`src/rtl/mips_multicycle_ctrl.sv`:
```
// Multicycle MIPS control FSM: sequences PC/IR/regfile/ALU/memory over 3-5 cycles per instruction,
// with mem_ready wait states, a memory timeout into HALT, and a retired-instruction counter.
// Optional feature macro: ILLEGAL_TRAP_EN (undefined opcode traps to HALT instead of acting as a NOP).
module mips_multicycle_ctrl #(
    parameter int MEM_TIMEOUT = 16,
    parameter int CNT_W       = 32
) (
    input  logic             clk,
    input  logic             rst_n,
    input  logic [5:0]       opcode,
    input  logic             zero,
    input  logic             mem_ready,
    output logic             pc_write,
    output logic             iord,
    output logic             mem_read,
    output logic             mem_write,
    output logic             ir_write,
    output logic             reg_dst,
    output logic             mem_to_reg,
    output logic             reg_write,
    output logic             alu_src_a,
    output logic [1:0]       alu_src_b,
    output logic [4:0]       alu_op,
    output logic [1:0]       pc_source,
    output logic             instr_done,
    output logic [CNT_W-1:0] retired,
    output logic             mem_err,
    output logic             trap
);

    typedef enum logic [3:0] {
        S_FETCH    = 4'd0,
        S_DECODE   = 4'd1,
        S_MEM_ADDR = 4'd2,
        S_MEM_RD   = 4'd3,
        S_MEM_WB   = 4'd4,
        S_MEM_WR   = 4'd5,
        S_R_EXEC   = 4'd6,
        S_R_WB     = 4'd7,
        S_I_EXEC   = 4'd8,
        S_I_WB     = 4'd9,
        S_BRANCH   = 4'd10,
        S_JUMP     = 4'd11,
        S_HALT     = 4'd12
    } state_t;

    localparam logic [5:0] OP_RTYPE = 6'b000000;
    localparam logic [5:0] OP_LW    = 6'b100011;
    localparam logic [5:0] OP_SW    = 6'b101011;
    localparam logic [5:0] OP_ADDI  = 6'b001000;
    localparam logic [5:0] OP_ANDI  = 6'b001100;
    localparam logic [5:0] OP_ORI   = 6'b001101;
    localparam logic [5:0] OP_XORI  = 6'b001110;
    localparam logic [5:0] OP_SLTI  = 6'b001010;
    localparam logic [5:0] OP_SEQ   = 6'b011000;
    localparam logic [5:0] OP_BEQ   = 6'b000100;
    localparam logic [5:0] OP_J     = 6'b000010;

    localparam int                WAIT_W    = $clog2(MEM_TIMEOUT + 1);
    localparam logic [WAIT_W-1:0] WAIT_LAST = WAIT_W'(MEM_TIMEOUT - 1);

    state_t             state_q, state_d;
    logic [5:0]         opc_q, opc_d;
    logic [WAIT_W-1:0]  wait_q, wait_d;
    logic [CNT_W-1:0]   retired_q, retired_d;
    logic               mem_err_q, mem_err_d;
    logic               waiting;
    logic               timeout;
    logic               decode_legal;
    logic               done;

    function automatic logic is_legal(input logic [5:0] op);
        case (op)
            OP_RTYPE, OP_LW, OP_SW, OP_ADDI, OP_ANDI, OP_ORI,
            OP_XORI, OP_SLTI, OP_SEQ, OP_BEQ, OP_J: is_legal = 1'b1;
            default:                                is_legal = 1'b0;
        endcase
    endfunction

    function automatic logic [4:0] imm_alu_op(input logic [5:0] op);
        case (op)
            OP_ADDI: imm_alu_op = 5'b00011;
            OP_ANDI: imm_alu_op = 5'b00100;
            OP_ORI:  imm_alu_op = 5'b00101;
            OP_XORI: imm_alu_op = 5'b00110;
            OP_SLTI: imm_alu_op = 5'b00111;
            OP_SEQ:  imm_alu_op = 5'b01000;
            default: imm_alu_op = 5'b00000;
        endcase
    endfunction

    assign waiting      = (state_q == S_FETCH) || (state_q == S_MEM_RD) || (state_q == S_MEM_WR);
    // mem_ready takes priority over a timeout landing in the same cycle
    assign timeout      = waiting && !mem_ready && (wait_q == WAIT_LAST);
    assign decode_legal = is_legal(opcode);

`ifdef ILLEGAL_TRAP_EN
    logic trap_q, trap_d;
`endif

    // State register
    always_ff @(posedge clk or negedge rst_n) begin
        if (!rst_n) begin
            state_q   <= S_FETCH;
            opc_q     <= 6'b000000;
            wait_q    <= '0;
            retired_q <= '0;
            mem_err_q <= 1'b0;
`ifdef ILLEGAL_TRAP_EN
            trap_q    <= 1'b0;
`endif
        end else begin
            state_q   <= state_d;
            opc_q     <= opc_d;
            wait_q    <= wait_d;
            retired_q <= retired_d;
            mem_err_q <= mem_err_d;
`ifdef ILLEGAL_TRAP_EN
            trap_q    <= trap_d;
`endif
        end
    end

    // Next-state logic
    always_comb begin
        state_d   = state_q;
        opc_d     = opc_q;
        mem_err_d = mem_err_q;
`ifdef ILLEGAL_TRAP_EN
        trap_d    = trap_q;
`endif
        case (state_q)
            S_FETCH: begin
                if (mem_ready)    state_d = S_DECODE;
                else if (timeout) state_d = S_HALT;
            end
            S_DECODE: begin
                opc_d = opcode;
                case (opcode)
                    OP_LW, OP_SW: state_d = S_MEM_ADDR;
                    OP_RTYPE:     state_d = S_R_EXEC;
                    OP_ADDI, OP_ANDI, OP_ORI, OP_XORI, OP_SLTI, OP_SEQ:
                                  state_d = S_I_EXEC;
                    OP_BEQ:       state_d = S_BRANCH;
                    OP_J:         state_d = S_JUMP;
                    default: begin
`ifdef ILLEGAL_TRAP_EN
                        trap_d  = 1'b1;
                        state_d = S_HALT;
`else
                        state_d = S_FETCH;
`endif
                    end
                endcase
            end
            S_MEM_ADDR: state_d = (opc_q == OP_SW) ? S_MEM_WR : S_MEM_RD;
            S_MEM_RD: begin
                if (mem_ready)    state_d = S_MEM_WB;
                else if (timeout) state_d = S_HALT;
            end
            S_MEM_WB: state_d = S_FETCH;
            S_MEM_WR: begin
                if (mem_ready)    state_d = S_FETCH;
                else if (timeout) state_d = S_HALT;
            end
            S_R_EXEC: state_d = S_R_WB;
            S_R_WB:   state_d = S_FETCH;
            S_I_EXEC: state_d = S_I_WB;
            S_I_WB:   state_d = S_FETCH;
            S_BRANCH: state_d = S_FETCH;
            S_JUMP:   state_d = S_FETCH;
            S_HALT:   state_d = S_HALT;
            default:  state_d = S_FETCH;
        endcase

        if (timeout) mem_err_d = 1'b1;

        // Any state change (including into HALT) restarts the wait count
        if (waiting && !mem_ready && (state_d == state_q)) wait_d = wait_q + 1'b1;
        else                                               wait_d = '0;

        retired_d = retired_q + CNT_W'(done);
    end

    // Output logic
    always_comb begin
        pc_write   = 1'b0;
        iord       = 1'b0;
        mem_read   = 1'b0;
        mem_write  = 1'b0;
        ir_write   = 1'b0;
        reg_dst    = 1'b0;
        mem_to_reg = 1'b0;
        reg_write  = 1'b0;
        alu_src_a  = 1'b0;
        alu_src_b  = 2'b00;
        alu_op     = 5'b00000;
        pc_source  = 2'b00;
        done       = 1'b0;
        case (state_q)
            S_FETCH: begin
                mem_read  = 1'b1;
                alu_src_b = 2'b01;
                ir_write  = mem_ready;
                pc_write  = mem_ready;
            end
            S_DECODE: begin
                alu_src_b = 2'b11;
`ifndef ILLEGAL_TRAP_EN
                done      = !decode_legal;
`endif
            end
            S_MEM_ADDR: begin
                alu_src_a = 1'b1;
                alu_src_b = 2'b10;
            end
            S_MEM_RD: begin
                mem_read = 1'b1;
                iord     = 1'b1;
            end
            S_MEM_WB: begin
                reg_write  = 1'b1;
                mem_to_reg = 1'b1;
                done       = 1'b1;
            end
            S_MEM_WR: begin
                mem_write = 1'b1;
                iord      = 1'b1;
                done      = mem_ready;
            end
            S_R_EXEC: begin
                alu_src_a = 1'b1;
                alu_op    = 5'b00010;
            end
            S_R_WB: begin
                reg_write = 1'b1;
                reg_dst   = 1'b1;
                alu_op    = 5'b00010;
                done      = 1'b1;
            end
            S_I_EXEC: begin
                alu_src_a = 1'b1;
                alu_src_b = 2'b10;
                alu_op    = imm_alu_op(opc_q);
            end
            S_I_WB: begin
                reg_write = 1'b1;
                alu_op    = imm_alu_op(opc_q);
                done      = 1'b1;
            end
            S_BRANCH: begin
                alu_src_a = 1'b1;
                alu_op    = 5'b00001;
                pc_source = 2'b01;
                pc_write  = zero;
                done      = 1'b1;
            end
            S_JUMP: begin
                pc_source = 2'b10;
                pc_write  = 1'b1;
                done      = 1'b1;
            end
            default: ;
        endcase

        // Reset puts the FSM in FETCH, whose read request must not leak out while held
        if (!rst_n) begin
            pc_write  = 1'b0;
            ir_write  = 1'b0;
            reg_write = 1'b0;
            mem_read  = 1'b0;
            mem_write = 1'b0;
            done      = 1'b0;
        end
    end

    assign instr_done = done;
    assign retired    = retired_q;
    assign mem_err    = mem_err_q;

`ifdef ILLEGAL_TRAP_EN
    assign trap = trap_q;
`else
    logic unused_legal;
    assign unused_legal = decode_legal;
    assign trap = 1'b0;
`endif

endmodule

```
`config.mk`:
```
export PLATFORM = sky130hd
export DESIGN_NAME = mips_multicycle_ctrl
export DESIGN_NICKNAME = d
export VERILOG_FILES = /design/src/rtl/mips_multicycle_ctrl.sv
export SDC_FILE = /design/constraint.sdc
export NUM_CORES = 1
export LEC_CHECK = 0
export ABC_AREA = 0
export BUFFER_PORTS_ARGS = -buffer_cell sky130_fd_sc_hd__buf_2
export CAP_MARGIN = 30
export CORE_UTILIZATION = 55
export CTS_CLUSTER_SIZE = 25
export DETAILED_ROUTE_END_ITERATION = 12
export GPL_ROUTABILITY_DRIVEN = 0
export PLACE_DENSITY = 0.83
export SKIP_LAST_GASP = 1
export SYNTH_ARGS = -nofsm -noshare
export SYNTH_HDL_FRONTEND = slang
export SYNTH_SLANG_ARGS = --single-unit
```
`constraint.sdc`:
```
create_clock -name clk -period 6.45 [get_ports clk]
set_input_delay 0.645 -clock clk [delete_from_list [all_inputs] [get_ports clk]]
set_output_delay 0.645 -clock clk [all_outputs]
set_load 0.005 [all_outputs]
```
# After elaboration in Yosys (flattened, before gate mapping)
# Index checks and enable logic that the tools add are counted.
# Widths: inputs -> output; s select.
[word_totals]
regBits = 48
latchBits = 0
ram_bits = 0
mem_bits_ro = 0
elab_cells = 87
memories = 0
[classes]
add_sub_neg = 2
n_mul = 0
div_mod_pow = 0
magnitude_cmp = 0
n_eq_ne = 31
shift = 0
mux = 29
bitwise = 0
reduce_logical = 20
[ops]
columns = ["operator", "n"]
rows = [
  ["$eq 6x4->1 const B", 10],
  ["$add 32x1->32", 1],
  ["$pmux 4 s8", 1],
  ["$pmux 4 s6", 1],
  ["$eq 4x4->1 const B", 5],
  ["$pmux 4 s5", 1],
  ["$eq 6x6->1 const B", 3],
  ["$eq 4x3->1 const B", 4],
  ["$mux 4", 4],
  ["$mux 1", 15],
  ["$eq 6x5->1 const B", 2],
  ["$pmux 4 s3", 1],
  ["$reduce_or 2->1", 6],
  ["$reduce_or 11->1", 1],
  ["$eq 4x2->1 const B", 2],
  ["$eq 6x2->1 const B", 1],
  ["$eq 6x3->1 const B", 1],
  ["$logic_not 6->1", 1],
  ["$pmux 1 s3", 2],
  ["$pmux 2 s3", 1],
  ["$reduce_or 6->1", 1],
  ["$add 5x1->5 const B", 1],
  ["$eq 5x4->1 const B", 1],
  ["$mux 5", 1],
  ["other kinds (11)", 15],
]

# Depth between registers and ports, before layout
[depth]
depth_word = 11
depth_mapped = 11
ltp_nobuf = 10

# Worst setup path after synthesis
# OpenSTA, ideal clock, no wires.
[synth_timing]
path_type = "reg2reg"
from = "register state_q[1]"
to = "register retired_q[26] (netlist: retired[26])"
setup_ns = 0.124
arrival_ns = 2.718
required_ns = 6.326
slack_ns = 3.607
stages_incl_launch_ff = 12
path_buffers = 1
period_less_slack_ns = 2.843
path_cell_list = "dfrtp_1 buf_6 nand2b_1 nor3_2 nand2_1 o32ai_1 ha_1 ha_1 nand4_1 nor3_2 nand4_1 xnor2_1"
[synth_via]
elab_chain_len = 5
[synth_rtl]
columns = ["element", "line_no", "source"]
rows = [
  ["start: declaration", "62", "state_t state_q, state_d;"],
  ["start signal: assignment", "113", "state_q <= state_d;"],
  ["$eq 4x4->1 or $eq 4x3->1 (tied branches)", "200", "case (state_q)"],
  ["$reduce_or 5->1 (no line)", "--", ""],
  ["$pmux 1 s3 (*)", "200", ""],
  ["$mux 1 (*)", "267", "if (!rst_n) begin"],
  ["named net instr_done", "25", "output logic instr_done,"],
  ["$add 32x1->32 (*)", "182", "retired_d = retired_q + CNT_W'(done);"],
  ["named net retired_d[26]", "65", "logic [CNT_W-1:0] retired_q, retired_d;"],
  ["end signal: assignment", "116", "retired_q <= retired_d;"],
  ["end: declaration", "65", ""],
]
# Mark *: on every way through the listed nets, which the timed path passes. The rest lies on a longest branch.
# A chain may end at the register's enable or synchronous reset.

# Worst setup path in the final report
[layout_timing]
from = "register state_q[0]"
to = "register retired_q[22] (netlist: retired[22])"
[layout_via]
elab_chain_len = 5
[layout_rtl]
columns = ["element", "line_no"]
rows = [
  ["$eq 4x4->1 or $eq 4x3->1 (tied branches)", "200"],
  ["$reduce_or 5->1 (no line)", "--"],
  ["$pmux 1 s3 (*)", "200"],
  ["$mux 1 (*)", "267"],
  ["$add 32x1->32 (*)", "182"],
  ["named net retired_d[22]", "65"],
]
# Marks and branches as above.

==> results.yml <==
status:
  status: "completed"
clock_tree:
  post_cts_buffers: 0
  clk_pin_slew_worst_paths_ns: 0.09
  cts_num_sinks: 48
  hold_buffers: 0
  cts-root-buf: "clkbuf_8"
  cts_tree: "built"
  cts-resized-gates: 0
  cts_made_buffers: 5
  insertion_delay_ns: 0.29
  cts.htree.levels: 2
  clk_path_buf_depth: 2
power:
  powerDensity_nw_per_um2: 325.6
  power_switching_mw: 0.3525
  peakVddDrop_mv: 0.1780
  seq_power_share: 0.417
  power.internal_mw: 0.6680
  power_frac_comb: 0.295
  p_leak_nw: 1.525
  netSwitchingFraction: 0.3454
  power.share.clock: 0.288
sta:
  tns_ns: 0
  slew_violations: 0
  finalSetupViolations: 0
  fin_worst_skew_ns: 0.007642
  hold_viol: 0
  fin_crit_sh: 0.5437
  worst_slew_pin_slew_ns: 0.6672
  max_freq_mhz: 285.1
  slew_headroom: 0.5528
  period_minus_slack_ns: 3.507
  hold_ws_ns: 0.4454
  rsz0062_at_grt: "false"
synth:
  synth-async-reset-ratio: 1.000
  synth_flop_cell: "dfrtp_1"
  yosys_warnings: 0
  synth.ff_latch_count: 48
  syn_area_um2: 2655
  avgSynthCellArea_um2: 9.620
  synth_top_area_frac: 0.4524
  synthTopCellsByArea: "dfrtp_1, xnor2_1, nand2_1, nand4_1, nor2_1"
  synth_top_cell_by_area: "dfrtp_1"
  synthDistinctLibCells: 55
  synth-edff-count: 0
  netlist_instances: 276
  ys_seq_area_frac: 0.4524
die:
  die_h_um: 71.48
  core_area_um2: 4504
  die_x_um: 71.48
  ios: 63
  row_count: 24
  initial_core_util: 0.5894
  die-area_um2: 5109
detailed_routing:
  route.detailed.drc: 0
  drt_wl_total_mm: 5.821
  wire_per_inst_um: 15.00
  postRouteAntennaNets: 0
  via_count: 2271
  firstDrtPassIters: 4
  viasPerCell: 5.853
  drtIter0Drc: 161
place:
  placed_area_um2: 2975
  dp_hpwl_mm: 4.046
  port_buffers: 60
  dp.cells: 380
worst_setup_path:
  reg2reg_from: "state_q[0]"
  cp_slowest_stage_delay_ns: 0.68
  cp_top_family: "simple AND/OR/NAND/NOR gates"
  arrival_ns: 3.68
  slowest_stage: "dfrtp_1"
  cp_cell_sequence: "nand2b_1 -> nor3_2 -> nand2_1 -> o32ai_1 -> ha_1 -> ha_1 -> nand4_1 -> nor3_2 -> nand4_1 -> xnor2_1"
  path_max_fanout: 19
  cp-start-kind: "register"
  required_ns: 6.63
  r2r_end: "retired[22]"
  setup.worst_path.end_class: "register"
  critPathBufInv: 0
  rrSetupSlack_ns: 2.94
  worstSetupPathType: "reg2reg"
  rr_worst_depth: 10
finish:
  fin_cells: 388
  postLayoutCoreUtil: 0.6958
  areaGrowthSynthToFinish_pct: 18.05
  postLayoutCellArea_um2: 3134
  fill_cells: 379
  insertedDiodeCount: 0
  drive_above_1_share: 0.2351
  layout.nets: 349
flow_run:
  drv_cap: 0
hold_path:
  min_path_type: "in2async"
grt:
  track_usage: 0.2530
  grt_max_degree: 53
  antenna_found_initial: 0
  grt_pass1_vias: 2214
  grt.overflow.total: 0
  grt_pass1_wl_mm: 10.14
-- worst max-delay path by stage --
stage          startpoint     endpoint  slack [ns]  cells after the start
3_3_place_gp        rst_n  retired[31]        2.99                      9
2_1_floorplan  state_q[1]  retired[26]        3.61                     11
5_1_grt        state_q[0]  retired[22]        2.48                     10
6_report       state_q[0]  retired[22]        2.94                     10
4_1_cts        state_q[0]  retired[22]        2.95                     10
3_5_place_dp        rst_n  retired[30]        2.96                     10
-- area by class of cell --
| cell class | count | area [um2] | share of cell area |
|---|---|---|---|
| inverters | 10 | 37.54 | 0.01198 |
| clock inverters | 3 | 90.09 | 0.02874 |
| clock buffers | 5 | 68.82 | 0.02196 |
| well taps | 52 | 65.06 | 0.02076 |
| multi-input cells | 208 | 1356 | 0.4327 |
| flip-flops and latches | 48 | 1201 | 0.3832 |
| repair buffers | 62 | 315.3 | 0.1006 |
-- state kept, by name, summed over array words and instances (netlist names) --
signal / cells
retired: 32
opc_q: 6
wait_q: 5
mem_err: 1
state_q: 4
-- power groups by stage --
stage	Sequential, mW	Clock (mW)	Combinational, mW
2_1_floorplan	0.391	0	0.250
3_3_place_gp	0.428	0	0.292
3_5_place_dp	0.430	0	0.299
4_1_cts	0.423	0.300	0.301
5_1_grt	0.436	0.313	0.345
6_report	0.426	0.294	0.301
-- synthesized netlist by cell type (2+ instances only) --
cell,n
xnor2_1,27
inv_1,10
a21oi_1,9
buf_4,3
clkbuf_1,4
dfrtp_1,48
nand3_1,8
nand4_1,17
or4b_1,2
and2_1,3
nor3_2,2
o22ai_1,3
buf_6,2
nor2b_1,2
nor3_1,13
o21ai_0,6
and3_1,8
nand2b_1,5
nand2_1,34
nor3b_1,2
nand4b_1,2
ha_1,4
buf_2,2
xor2_1,7
nor2_1,21
and4_1,2
o22a_1,2
-- metrics by stage --
| stage | power (mW) | setup WS (ns) |
|---|---|---|
| 6_report | 1.021 | 2.943 |
| 3_5_place_dp | 0.7290 | 2.961 |
| 2_1_floorplan | 0.6412 | 3.607 |
| 5_1_grt | 1.095 | 2.483 |
| 4_1_cts | 1.024 | 2.945 |
| 3_3_place_gp | 0.7193 | 2.990 |
-- metal layers --
layer / wire, um / global-route usage / vias up
met1: 2637 / 0.3196 / 1109
met5: 0 / 0 / -
met3: 239 / 0.04501 / 2
met2: 2911 / 0.4444 / 66
met4: 33 / 0.08061 / 0
li1: - / - / 1094
-- cells by family (layout without fill, tap and decap cells) --
logic type	Yosys count	in the layout	share of synthesized area
AND/OR/NAND/NOR	131	131	0.2752
adder cells (fa/ha/maj)	4	4	0.01885
buffers and inverters	21	80	0.04053
other	1	2	0.001412
AO/OA/AOI/OAI	37	37	0.09944
XOR/XNOR	34	34	0.1122
flip-flops	48	48	0.4524
-- placed cells by master (no fill, tap or decap), drive strengths merged, types with 3 or more instances in the layout --
cell type  netlist  layout
nand4           17      17
nor3            15      15
clkbuf           4       5
o21ai            7       7
nand3            8       8
xor2             7       7
bufinv           0       3
nor2            21      21
o22ai            3       3
inv             10      10
nand2b           6       6
nor3b            3       3
a21oi            9       9
and3             8       8
dfrtp           48      48
buf              7      62
xnor2           27      27
ha               4       4
and2             3       3
nand2           34      34
-- worst reg2reg max path, delay by kind of cell (launching register included) --
kind,cells,cell delay [ns]
xor+xnor,1,0.18
flops,1,0.68
simple gates,6,1.76
fa+ha+maj,2,0.48
compound gates,1,0.30
Note: power is estimated with default switching activity, not from simulation.
